`src/rtl/stm32_audio_bridge.sv`:
```
// STM32 parallel-bus audio bridge. It synchronises the MCU strobe, enable and
// data, buffers the samples in a show-ahead FIFO, and feeds signed 32-bit samples to Audio_Controller.
module stm32_audio_bridge #(
  parameter int IN_WIDTH     = 12,
  parameter int OUT_WIDTH    = 32,
  parameter int FIFO_DEPTH   = 16,
  parameter int PREFILL      = 8,
  parameter int READY_MARGIN = 4
)(
  input  logic                          CLOCK_50,
  input  logic                          reset,
  input  logic [IN_WIDTH-1:0]           audio_in,
  input  logic                          audio_wr,
  input  logic                          audio_enable,
  output logic                          audio_ready,
  input  logic                          audio_out_allowed,
  output logic                          write_audio_out,
  output logic [OUT_WIDTH-1:0]          left_channel_audio_out,
  output logic [OUT_WIDTH-1:0]          right_channel_audio_out,
  output logic [$clog2(FIFO_DEPTH):0]   fifo_level,
  output logic                          overflow,
  output logic                          underrun
);
  localparam int AW = $clog2(FIFO_DEPTH);
  localparam int LW = AW + 1;
  localparam logic [LW-1:0] L_FULL    = LW'(FIFO_DEPTH);
  localparam logic [LW-1:0] L_PREFILL = LW'(PREFILL);
  localparam logic [LW-1:0] L_READY   = LW'(FIFO_DEPTH - READY_MARGIN);

  typedef enum logic [1:0] {S_IDLE, S_FILL, S_RUN} state_t;

  state_t               r_state, w_state_nxt;
  logic [1:0]           r_wr_s, r_en_s;
  logic                 r_wr_d;
  logic [IN_WIDTH-1:0]  r_in_s1, r_in_s2;
  logic [IN_WIDTH-1:0]  r_mem [FIFO_DEPTH];
  logic [AW-1:0]        r_wr, r_rd, w_rd_nxt;
  logic [LW-1:0]        r_level, w_level_nxt;
  logic [OUT_WIDTH-1:0] r_head, w_head_nxt;
  logic [IN_WIDTH-1:0]  w_head_raw;
  logic                 r_ready, r_ovf, r_unr;
  logic                 w_en, w_push, w_full, w_empty, w_flush, w_active;
  logic                 w_pop, w_wr_ok, w_drop;

  // Offset binary to two's complement is an MSB flip, then left-justify.
  function automatic logic [OUT_WIDTH-1:0] conv(input logic [IN_WIDTH-1:0] x);
    return {~x[IN_WIDTH-1], x[IN_WIDTH-2:0], {(OUT_WIDTH-IN_WIDTH){1'b0}}};
  endfunction

  always_ff @(posedge CLOCK_50) begin
    if (reset) begin
      r_wr_s  <= '0;
      r_en_s  <= '0;
      r_wr_d  <= 1'b0;
      r_in_s1 <= '0;
      r_in_s2 <= '0;
    end else begin
      r_wr_s  <= {r_wr_s[0], audio_wr};
      r_en_s  <= {r_en_s[0], audio_enable};
      r_wr_d  <= r_wr_s[1];
      r_in_s1 <= audio_in;
      r_in_s2 <= r_in_s1;
    end
  end

  assign w_en     = r_en_s[1];
  assign w_push   = r_wr_s[1] & ~r_wr_d;
  assign w_full   = (r_level == L_FULL);
  assign w_empty  = (r_level == '0);
  assign w_flush  = ~w_en | (r_state == S_IDLE);
  assign w_active = ~w_flush;

  // FSM: state register
  always_ff @(posedge CLOCK_50) begin
    if (reset) r_state <= S_IDLE;
    else       r_state <= w_state_nxt;
  end

  // FSM: next state
  always_comb begin
    w_state_nxt = r_state;
    if (!w_en) begin
      w_state_nxt = S_IDLE;
    end else begin
      case (r_state)
        S_IDLE:  w_state_nxt = S_FILL;
        S_FILL:  if (r_level >= L_PREFILL) w_state_nxt = S_RUN;
        S_RUN:   if (audio_out_allowed && w_empty) w_state_nxt = S_FILL;
        default: w_state_nxt = S_IDLE;
      endcase
    end
  end

  // FSM: outputs
  always_comb begin
    w_pop = (r_state == S_RUN) & audio_out_allowed & ~w_empty;
  end

  // A push into a full FIFO still fits if the same cycle pops.
  assign w_wr_ok = w_push & w_active & (~w_full | w_pop);
  assign w_drop  = w_push & w_active & w_full & ~w_pop;
  assign w_rd_nxt = r_rd + AW'(w_pop);

  always_comb begin
    w_level_nxt = r_level + LW'(w_wr_ok) - LW'(w_pop);
    if (w_flush) w_level_nxt = '0;
  end

  // Next head is the sample being written now when it lands on the new read slot.
  always_comb begin
    w_head_raw = r_mem[w_rd_nxt];
    if (w_wr_ok && (w_rd_nxt == r_wr)) w_head_raw = r_in_s2;
    w_head_nxt = conv(w_head_raw);
    if (w_level_nxt == '0) w_head_nxt = '0;
  end

  always_ff @(posedge CLOCK_50) begin
    if (w_wr_ok) r_mem[r_wr] <= r_in_s2;
  end

  always_ff @(posedge CLOCK_50) begin
    if (reset) begin
      r_wr    <= '0;
      r_rd    <= '0;
      r_level <= '0;
      r_head  <= '0;
      r_ready <= 1'b0;
      r_ovf   <= 1'b0;
      r_unr   <= 1'b0;
    end else begin
      r_level <= w_level_nxt;
      r_head  <= w_head_nxt;
      r_ready <= (w_state_nxt != S_IDLE) & (w_level_nxt < L_READY);
      if (w_flush) begin
        r_wr <= '0;
        r_rd <= '0;
      end else begin
        r_wr <= r_wr + AW'(w_wr_ok);
        r_rd <= w_rd_nxt;
      end
      if (r_state == S_IDLE && w_en) begin
        r_ovf <= 1'b0;
        r_unr <= 1'b0;
      end else begin
        if (w_drop) r_ovf <= 1'b1;
        if (w_en && r_state == S_RUN && audio_out_allowed && w_empty) r_unr <= 1'b1;
      end
    end
  end

  assign write_audio_out         = w_pop;
  assign audio_ready             = r_ready;
  assign left_channel_audio_out  = r_head;
  assign right_channel_audio_out = r_head;
  assign fifo_level              = r_level;
  assign overflow                = r_ovf;
  assign underrun                = r_unr;
endmodule

```
`config.mk`:
```
export PLATFORM = sky130hd
export DESIGN_NAME = stm32_audio_bridge
export DESIGN_NICKNAME = d
export VERILOG_FILES = /design/src/rtl/stm32_audio_bridge.sv
export SDC_FILE = /design/constraint.sdc
export NUM_CORES = 1
export LEC_CHECK = 0
export BUFFER_PORTS_ARGS = -buffer_cell sky130_fd_sc_hd__buf_4
export CAP_MARGIN = 40
export CORE_ASPECT_RATIO = 1.1
export CORE_MARGIN = 5
export CORE_UTILIZATION = 60
export DETAILED_ROUTE_END_ITERATION = 8
export GPL_ROUTABILITY_DRIVEN = 0
export GPL_TIMING_DRIVEN = 0
export MAX_ROUTING_LAYER = met4
export PLACE_DENSITY = 0.8
export SLEW_MARGIN = 10
export SYNTH_ARGS = -nofsm -noshare
export SYNTH_HDL_FRONTEND = slang
export SYNTH_SLANG_ARGS = --single-unit
```
`constraint.sdc`:
```
create_clock -name CLOCK_50 -period 9.9 [get_ports CLOCK_50]
set_input_delay 1.485 -clock CLOCK_50 [delete_from_list [all_inputs] [get_ports CLOCK_50]]
set_output_delay 1.485 -clock CLOCK_50 [all_outputs]
set_load 0.05 [all_outputs]
```
-- Yosys cells after proc, flatten, opt, wreduce, memory -nomap -nowiden
Memories as Yosys holds them, arrays and structs flattened.
Index checks and enable logic that the tools add are counted.
- add/subtract/negate cells: 4
- order comparisons: 2
- equal/unequal tests: 4
- muxes and demuxes: 8
- bitwise operators: 17
- reductions and logical operators: 13
- operator list (cell ; number):
    $mux W12 ; 1
    $logic_not A5 Y1 ; 2
    $add A4 B1 Y4 ; 2
    $and A1 B1 Y1 ; 8
    $not A1 Y1 ; 7
    $logic_and A1 B1 Y1 ; 6
    $mux W2 ; 3
    $pmux W2 S3 ; 1
    $reduce_or A2 Y1 ; 3
    $add A5 B1 Y5 ; 1
    $eq A5 B5 Y1 const B ; 1
    $ge A5 B4 Y1 const B ; 1
    $lt A5 B4 Y1 const B ; 1
    $mux W5 ; 1
    $sub A5 B1 Y5 ; 1
    $eq A4 B4 Y1 ; 1
    $eq A2 B1 Y1 const B ; 1
    $eq A2 B2 Y1 const B ; 1
    $logic_not A2 Y1 ; 1
    $mux W1 ; 2
    $or A1 B1 Y1 ; 2
    $reduce_bool A2 Y1 ; 1
- register bits after elaboration: 79
- memory bits (writable): 192
- bits of input ports: 17
- output and inout bits: 73
- logic and storage cells: 63
- memories: 1
- memories (memory ; words ; width ; read ports ; clocked after memory_dff ; wr ports ; line ; text):
    r_mem ; 16 ; 12 ; 1 ; 0 ; 1 ; 36 ; logic [IN_WIDTH-1:0] r_mem [FIFO_DEPTH];

-- Longest topological paths before layout
Gate-level depths: netlist of the first run.
- depth in word-level cells: 10
- gate-level depth with buffers: 16
- gate-level depth less buffers: 15

-- Worst setup path before layout of the first run
OpenSTA, ideal clock, no wires.
- path type: input-to-reg
- start point: in audio_out_allowed
- end point: reg r_head[21] (netlist: left_channel_audio_out[21])
- setup time: 0.117 ns
- arrival time: 4.584 ns
- data required time: 9.783 ns
- setup slack: 5.199 ns
- stages on the path: 13
- path buffers: 1
- cell sequence: nand3b_1 > nor2_1 > ha_1 > inv_1 > ha_1 > inv_1 > fa_1 > nand2b_1 > a21oi_1 > xor2_1 > a311oi_2 > buf_6 > a22o_1
- word-level cells in the longest chain between the ends: 9
- elaborated cells between the ends (all ways): 14
- those cells by class: add/sub (3); eq/ne (1); mux (2); bitwise (4); reduce/logical (3); memory (1)
- RTL lines (item ; line ; text):
    from (decl) ; 16 ; input logic audio_out_allowed,
    $and A1 B1 Y1 (*) (2 in series) ; 96 ; w_pop = (r_state == S_RUN) & audio_out_allowed & ~w_empty;
    named net write_audio_out ; 17 ; output logic write_audio_out,
    $or A1 B1 Y1 ; 100 ; assign w_wr_ok = w_push & w_active & (~w_full | w_pop);
    $and A1 B1 Y1 ; 100 ;
    $add A5 B1 Y5 ; 105 ; w_level_nxt = r_level + LW'(w_wr_ok) - LW'(w_pop);
    $sub A5 B1 Y5 ; 105 ;
    $mux W5 ; 106 ; if (w_flush) w_level_nxt = '0;
    $logic_not A5 Y1 ; 114 ; if (w_level_nxt == '0) w_head_nxt = '0;
    $reduce_or A2 Y1 (no source line) ; -- ;
    to (signal assigned) ; 132 ; r_head <= w_head_nxt;
    to (decl) ; 39 ; logic [OUT_WIDTH-1:0] r_head, w_head_nxt;
Mark *: on every way through the listed nets, which the timed path passes. The rest lies on a longest branch.
A chain may end at the register's enable or synchronous reset.

-- Worst setup path in the final report of the first run
- start point: in audio_out_allowed
- end point: reg r_head[20] (netlist: left_channel_audio_out[20])
- word-level cells in the longest chain between the ends: 9
- elaborated cells between the ends (all ways): 14
- those cells by class: add/sub (3); eq/ne (1); mux (2); bitwise (4); reduce/logical (3); memory (1)
- RTL lines (item ; line):
    $and A1 B1 Y1 (*) (2 in series) ; 96
    $or A1 B1 Y1 ; 100
    $and A1 B1 Y1 ; 100
    $add A5 B1 Y5 ; 105
    $sub A5 B1 Y5 ; 105
    $mux W5 ; 106
    $logic_not A5 Y1 ; 114
    $reduce_or A2 Y1 (no source line) ; --
Every way passes the cells marked *; elsewhere a longest branch is shown, timed or not.

==> results.md, run 1 <==
- # DRC: 0
- Die Y: 146 µm
- Worst-path clk slew: 0.06 ns
- Die ar.: 19500 µm²
- Yosys warns: 0
- Synth Register Bits: 251
- Type of the tightest min-delay check: reg -> reg
- Die Wd: 134 µm
- Internal Power: 1.69 mW
- Post-DR wirelength/cell: 23.0 µm
- Sequential cell area: 6950 µm²
- Busiest grt layer: met2
- Multi-input combinational cell area: 2730 µm²
- Post-Route WL: 21600 µm
- Synth Area in XOR/XNOR: 0.0150
- Main combinational cell family by area after synthesis: multiplexers
- Post-CTS sizing: 0
- Switching part of the total: 0.199
- Setup tns final: 0 ns
- WS Path Type: in -> reg
- GRT Util Overall: 0.232
- Crit path DAT: 4.77 ns
- Outcome: finished, final reports clean
- Number of synthesized flops with an enable pin: 192
- Synth cell types: 47
- Final Hold Fails: 0
- Num CTS Buffers: 24
- CP Max Fanout: 10
- Critical-path cell list: buf_4, nand3b_1, nand3_1, nand2_1, ha_1, inv_1, ha_1, inv_1, fa_1, nand2b_1, a21oi_1, xor2_1, a311oi_2, buf_4, a22o_1
- Nature of the critical path endpoint: register
- DPL Wire Length: 14500 µm
- CP max-delay cell: xor2_1
- Crit start category: input pin
- Cell count after synthesis: 583
- Max Freq: 228 MHz
- Antenna violations before repair: 0
- CTS Root Cell: clkbuf_16
- PD cells: 178 nW/µm²
- Via count: 5530
- Synth Area in Adders: 0.0156
- 1st-iter DRT viols: 544
- Final setup margin: 5.51 ns
- Initial Util: 0.614
- Dpl ws: 5.02 ns
- Met2 Track Usage GR: 0.392
- Htree depth: 1
- Post-synthesis mux area share: 0.125
- Synth Area in Compound Gates: 0.0358
- Slew Limit Fails: 0
- Net switching power: 0.420 mW
- Hold slack final: 0.436 ns
- Fraction of the cycle the final worst path needs: 0.443
- CTS tree: done
- Number of antenna diodes: 0
- Slew margin rel.: 0.450
- Share of layout cells above drive strength 1: 0.297
- Hold-fix buffers at CTS: 0
- Register area share after synthesis: 0.689
- Std-Cell Rows: 49
- Via density: 5.90
- Peak VDD IR: 0.000119 V
- First-pass GRT wire length: 33100 µm
- Post-CTS setup buffers: 0
- First-pass DRT Iterations: 5
- Core Box Area: 16400 µm²
- Top Ports: 90
- Main synth FF type: edfxtp_1
- Largest net degree at the start of global routing: 18
- CTS Sinks: 251
- Area delta synth->final: 17.5%
- Max_cap viols: 0
- Met3 usage: 0.0522
- Gate power share: 0.028
- RSZ-0062 raised after global routing: false
- Clk Latency, worst-skew pair: 0.51 ns
- Async set-or-reset flop fraction in the synthesized netlist: 0
- GR Overflow Total: 0
- Mapped Area: 10100 µm²
- Antenna-violating nets left: 0
- Clock skew: 0.00840 ns
- Synth Area per Inst: 17.3 µm²
- Worst EP required: 10.28 ns
- FILL cells: 998
- Static Leakage: 3.99 nW
- Clock Tree Buf Depth: 3
- Nets: 745
- Vias in the first global route: 5588
- IO Port Bufs: 49
- M1 GR Usage: 0.287
- Sequential power share: 0.542
- Least-Margin Pin Slew: 0.822 ns
- Area share of and/or/nand/nor cells after synthesis: 0.0592
- CP peak stage delay: 0.44 ns
- Final setup fails: 0
- Clk network pwr share: 0.430
- Minimum clock period: 4.39 ns
[final timing paths]
path         slack (ns)  depth (start not counted)                                    end                startpoint
max                5.51                         15  left_channel_audio_out[20]$_SDFF_PP0_         audio_out_allowed
min                0.44                          1                 r_in_s2[11]$_SDFF_PP0_    r_in_s1[11]$_SDFF_PP0_
max reg2reg        5.85                         16  left_channel_audio_out[20]$_SDFF_PP0_  fifo_level[3]$_SDFF_PP0_
min reg2reg        0.44                          1                 r_in_s2[11]$_SDFF_PP0_    r_in_s1[11]$_SDFF_PP0_
[registers in the layout, summed over array words and instances (netlist names), 4 cells and up]
signal / count
left_channel_audio_out: 12
r_wr: 4
r_mem: 192
r_in_s1: 12
r_in_s2: 12
fifo_level: 5
r_rd: 4
[through the flow]
stage               utilization  instance area (µm²)  instances  power (mW)
finish                    0.721                11900        938        2.11
CTS                       0.721                11900        938        2.12
global route              0.721                11900        938        2.17
detailed placement        0.674                11100        894        1.23
floorplan                     -                10200        622        1.21
global placement          0.661                10900        875        1.22
[routing by layer]
metal	routed length (µm)	share of wire
met4	517	0.024
met1	7700	0.36
met5	0	0
met3	2200	0.10
met2	11200	0.52
[cell families after synthesis]
group | after synthesis
AOI/OAI and AO/OA | 50
xor gates and xnor gates | 14
adders and majority gates | 12
buffers and inverters | 88
DFF | 251
muxes | 61
other | 1
and+or+nand+nor | 106
[cell usage in the layout, fill, tap and decap left out, types with 3 or more instances in the layout]
| master | n |
|---|---|
| and2_1 | 17 |
| mux4_2 | 38 |
| nor3_2 | 4 |
| clkinv_1 | 7 |
| nand2b_1 | 4 |
| buf_6 | 13 |
| inv_1 | 10 |
| conb_1 | 40 |
| a22o_1 | 11 |
| ha_1 | 11 |
| bufinv_16 | 3 |
| nor4_2 | 3 |
| xor2_1 | 8 |
| nor2_1 | 24 |
| nand3b_1 | 3 |
| nand2_1 | 5 |
| xnor2_1 | 4 |
| buf_4 | 115 |
| mux2i_1 | 12 |
| a21oi_1 | 15 |
| mux4_1 | 11 |
| dfxtp_1 | 59 |
| nor2b_1 | 31 |
| a211oi_1 | 13 |
| clkbuf_1 | 14 |
| buf_2 | 8 |
| nand3_1 | 3 |
| clkbuf_16 | 25 |
| a31oi_1 | 3 |
| edfxtp_1 | 192 |
[critical path, delay by kind of cell]
kind	cells	cell delay [ns]
buffers and inverters	4	0.48
and+or+nand+nor	4	0.80
xor gates and xnor gates	1	0.44
AOI/OAI and AO/OA	3	0.65
adders and majority gates	3	0.91
[power groups by stage]
stage / combinational [mW] / sequential, mW / clock (mW)
global placement: 0.0581 / 1.17 / 0
CTS: 0.0588 / 1.14 / 0.918
finish: 0.0595 / 1.14 / 0.907
floorplan: 0.0512 / 1.16 / 0
detailed placement: 0.0587 / 1.17 / 0
global route: 0.0631 / 1.15 / 0.962
[cell type report]
| class | instances | area share |
|---|---|---|
| clock inverters | 13 | 0.0114 |
| flip-flops and latches | 251 | 0.586 |
| well taps | 204 | 0.0215 |
| inverters | 10 | 0.00317 |
| plain buffers | 78 | 0.0478 |
| repair buffers | 68 | 0.0454 |
| multi-input cells | 283 | 0.230 |
| clock buffers | 31 | 0.0547 |
[synth_stat cells, types with 12 or more instances]
library cell | n | area share
buf_4 | 56 | 0.042
a21oi_1 | 15 | 0.0074
a211oi_1 | 13 | 0.0097
mux4_2 | 38 | 0.085
nor2_1 | 25 | 0.0093
mux2i_1 | 12 | 0.012
and2_1 | 17 | 0.011
nor2b_1 | 31 | 0.019
edfxtp_1 | 192 | 0.57
dfxtp_1 | 59 | 0.12
Power figures use the tool's default switching activity.
==> run 2: changes to the inputs <==
Settings changed: CORE_UTILIZATION 60 to 53, PLACE_DENSITY 0.8 to 0.75.
Clock period 9.9 ns to 4.03 ns, I/O delays scaled along.
==> run 2 against run 1 <==
Utilization decreased by 9.1 points. Setup slack got worse by 5.2 ns. Final area increased by 0.46%. Flip-flop and latch count unchanged. Total power increased by 140%. Final cell count increased by 4.7%. Die area increased by 12%. Routed wire length decreased by 5.6%. Global-route usage decreased by 3.9 points. Combinational power increased by 150%.
==> results.md, run 2 (synthesis gave the netlist of run 1 again) <==
- Hold slack final: 0.291 ns (-0.145 ns)
- Post-DR wirelength/cell: 20.8 µm (-9.8%)
- CP Max Fanout: 10 (unchanged)
- Clock skew: 0.0153 ns (+0.00689 ns)
- Nature of the critical path endpoint: register
- FILL cells: 1318 (+32%)
- CTS tree: done
- Top Ports: 90 (unchanged)
- Htree depth: 1 (unchanged)
- FF-to-FF End: left_channel_audio_out[21]$_SDFF_PP0_
- Multi-input combinational cell area: 2760 µm² (+1.1%)
- Setup crit end: left_channel_audio_out[21]$_SDFF_PP0_
- Sequential power share: 0.553 (+0.011)
- Number of antenna diodes: 0 (unchanged)
- Slew Limit Fails: 0 (unchanged)
- PD cells: 427 nW/µm² (+140%)
- Gate power share: 0.029 (about the same)
- Antenna-violating nets left: 0 (unchanged)
- First-pass DRT Iterations: 5 (unchanged)
- First-pass GRT wire length: 31300 µm (-5.5%)
- Final setup fails: 0 (unchanged)
- Outcome: finished, final reports clean
- CP startpoint: fifo_level[2]$_SDFF_PP0_
- Net switching power: 1.01 mW (+140%)
- Peak VDD IR: 0.000348 V (+190%)
- Minimum clock period: 3.76 ns
- Worst EP required: 4.40 ns (-5.88 ns)
- Clk network pwr share: 0.418 (-0.012)
- Clk Latency, worst-skew pair: 0.51 ns (about the same)
- Critical-path cell list: inv_1, ha_1, nor3b_2, nand3_2, nand2_2, ha_1, inv_1, ha_1, inv_1, fa_1, nand2b_1, a21oi_1, xor2_2, a311oi_2, buf_6, a22o_1
- Crit path DAT: 4.13 ns (-0.64 ns)
- Type of the tightest min-delay check: in -> reg
- Antenna violations before repair: 0 (unchanged)
- Leading cell types in the layout, fill and taps excluded: edfxtp_1, buf_4, dfxtp_1
- Clock Tree Buf Depth: 3 (unchanged)
- Largest reg by FF count: r_mem
- Slew margin rel.: 0.406 (-0.0447)
- Worst r2r src: fifo_level[2]$_SDFF_PP0_
- Max_cap viols: 0 (unchanged)
- Internal Power: 4.07 mW (+140%)
- 1st-iter DRT viols: 361 (-34%)
- Post-Route WL: 20400 µm (-5.6%)
- Core Box Area: 18900 µm² (+15%)
- Final Hold Fails: 0 (unchanged)
- Switching part of the total: 0.199 (about the same)
- CTS Root Cell: clkbuf_16
- Post-layout util: 0.630 (-0.0913)
- Via count: 5322 (-3.8%)
- GRT Util Overall: 0.193 (-0.0388)
- Max reg flops: 192 (unchanged)
- Cell Count, Final, Fillers Out: 982 (+4.7%)
- Placed Cells incl. Taps: 937 (+4.8%)
- DPL Wire Length: 14300 µm (-1.2%)
- Crit start category: register
- Most common cell after layout, fill and taps aside: edfxtp_1
- Share of layout cells above drive strength 1: 0.306 (+0.00912)
- Max Freq: 266 MHz
- WS Path Type: reg -> reg
- Nets: 746 (+0.13%)
- CTS Sinks: 251 (unchanged)
- GR Overflow Total: 0 (unchanged)
- # DRC: 0 (unchanged)
- Via density: 5.42 (-8.1%)
- Vias in the first global route: 5466 (-2.2%)
- Worst-path clk slew: 0.07 ns (about the same)
- Static Leakage: 3.98 nW (-0.24%)
- Least-Margin Pin Slew: 0.884 ns (+0.0627 ns)
- Std-Cell Rows: 53 (+8.2%)
- Initial Util: 0.534 (-0.0802)
- CP max-delay cell: fa_1
- Hold-fix buffers at CTS: 0 (unchanged)
- Fraction of the cycle the final worst path needs: 0.934
- Num CTS Buffers: 24 (unchanged)
- Largest net degree at the start of global routing: 18 (unchanged)
- Area delta synth->final: 18.0%
- RSZ-0062 raised after global routing: false
- Die Y: 155 µm (+6.0%)
- CP peak stage delay: 0.44 ns (about the same)
- FF-to-FF setup slack: 0.27 ns (-5.58 ns)
- Die Wd: 142 µm (+5.9%)
- Die ar.: 21900 µm² (+12%)
- R2R depth: 16 (unchanged)
- Sequential cell area: 6950 µm² (unchanged)
- IO Port Bufs: 49 (unchanged)
run 2: worst min path at each step:
stage	startpoint	to	slack, ns	depth (start not counted)
6_report	reset	r_in_s2[11]$_SDFF_PP0_	0.29	2
3_3_place_gp	r_in_s1[9]$_SDFF_PP0_	r_in_s2[9]$_SDFF_PP0_	0.43	1
3_5_place_dp	r_in_s1[1]$_SDFF_PP0_	r_in_s2[1]$_SDFF_PP0_	0.43	1
2_1_floorplan	r_en_s[0]$_SDFF_PP0_	r_en_s[1]$_SDFF_PP0_	0.41	1
4_1_cts	reset	r_in_s2[11]$_SDFF_PP0_	0.27	2
5_1_grt	reset	r_in_s2[11]$_SDFF_PP0_	0.30	2
run 2: stage by stage:
step	setup slack, ns	power (mW)	TNS, ns	instance area (µm²)
2_1_floorplan	0.126	2.98	0	10200
3_3_place_gp	-0.240	3.01	-2.87	10900
3_5_place_dp	-0.163	3.01	-1.21	11100
4_1_cts	0.0685	5.12	0	11900
5_1_grt	0.0202	5.24	0	11900
6_report	0.267	5.08	0	11900
run 2: worst max-delay path: cells and delay by family, from the launching register on:
family          cells  cell delay [ns]
fa+ha+maj           4             1.05
simple gates        4             0.77
compound gates      3             0.72
buf+inv             4             0.43
flops               1             0.33
xor+xnor            1             0.32
run 2: power groups by stage:
stage	Clock, mW	Sequential [mW]	Combinational (mW)
after CTS	2.16	2.81	0.144
after global placement	0	2.86	0.143
after global routing	2.27	2.81	0.154
after floorplan	0	2.86	0.126
after detailed placement	0	2.87	0.144
final	2.13	2.81	0.146
run 2: layer usage:
layer	vias to the layer above	routed length [µm]	GRT usage
li1	2411	-	-
met1	2643	7440	0.228
met2	228	11000	0.345
met3	40	1340	0.0238
met4	0	619	0.0649
met5	-	0	-
run 2: cell type report:
class / instances / area share
plain buffers: 78 / 0.0476
clock buffers: 37 / 0.0580
clock inverters: 7 / 0.00504
inverters: 10 / 0.00315
multi-input cells: 283 / 0.231
flip-flops and latches: 251 / 0.583
well taps: 247 / 0.0260
repair buffers: 69 / 0.0455
run 2: timing repair:
item	4_1_cts	5_1_grt
gates cloned	0	0
endpoints found under the hold margin	0	0
gates resized for setup	2	3
setup endpoints to repair	11	12
buffers inserted	0	1
pin swaps	0	1
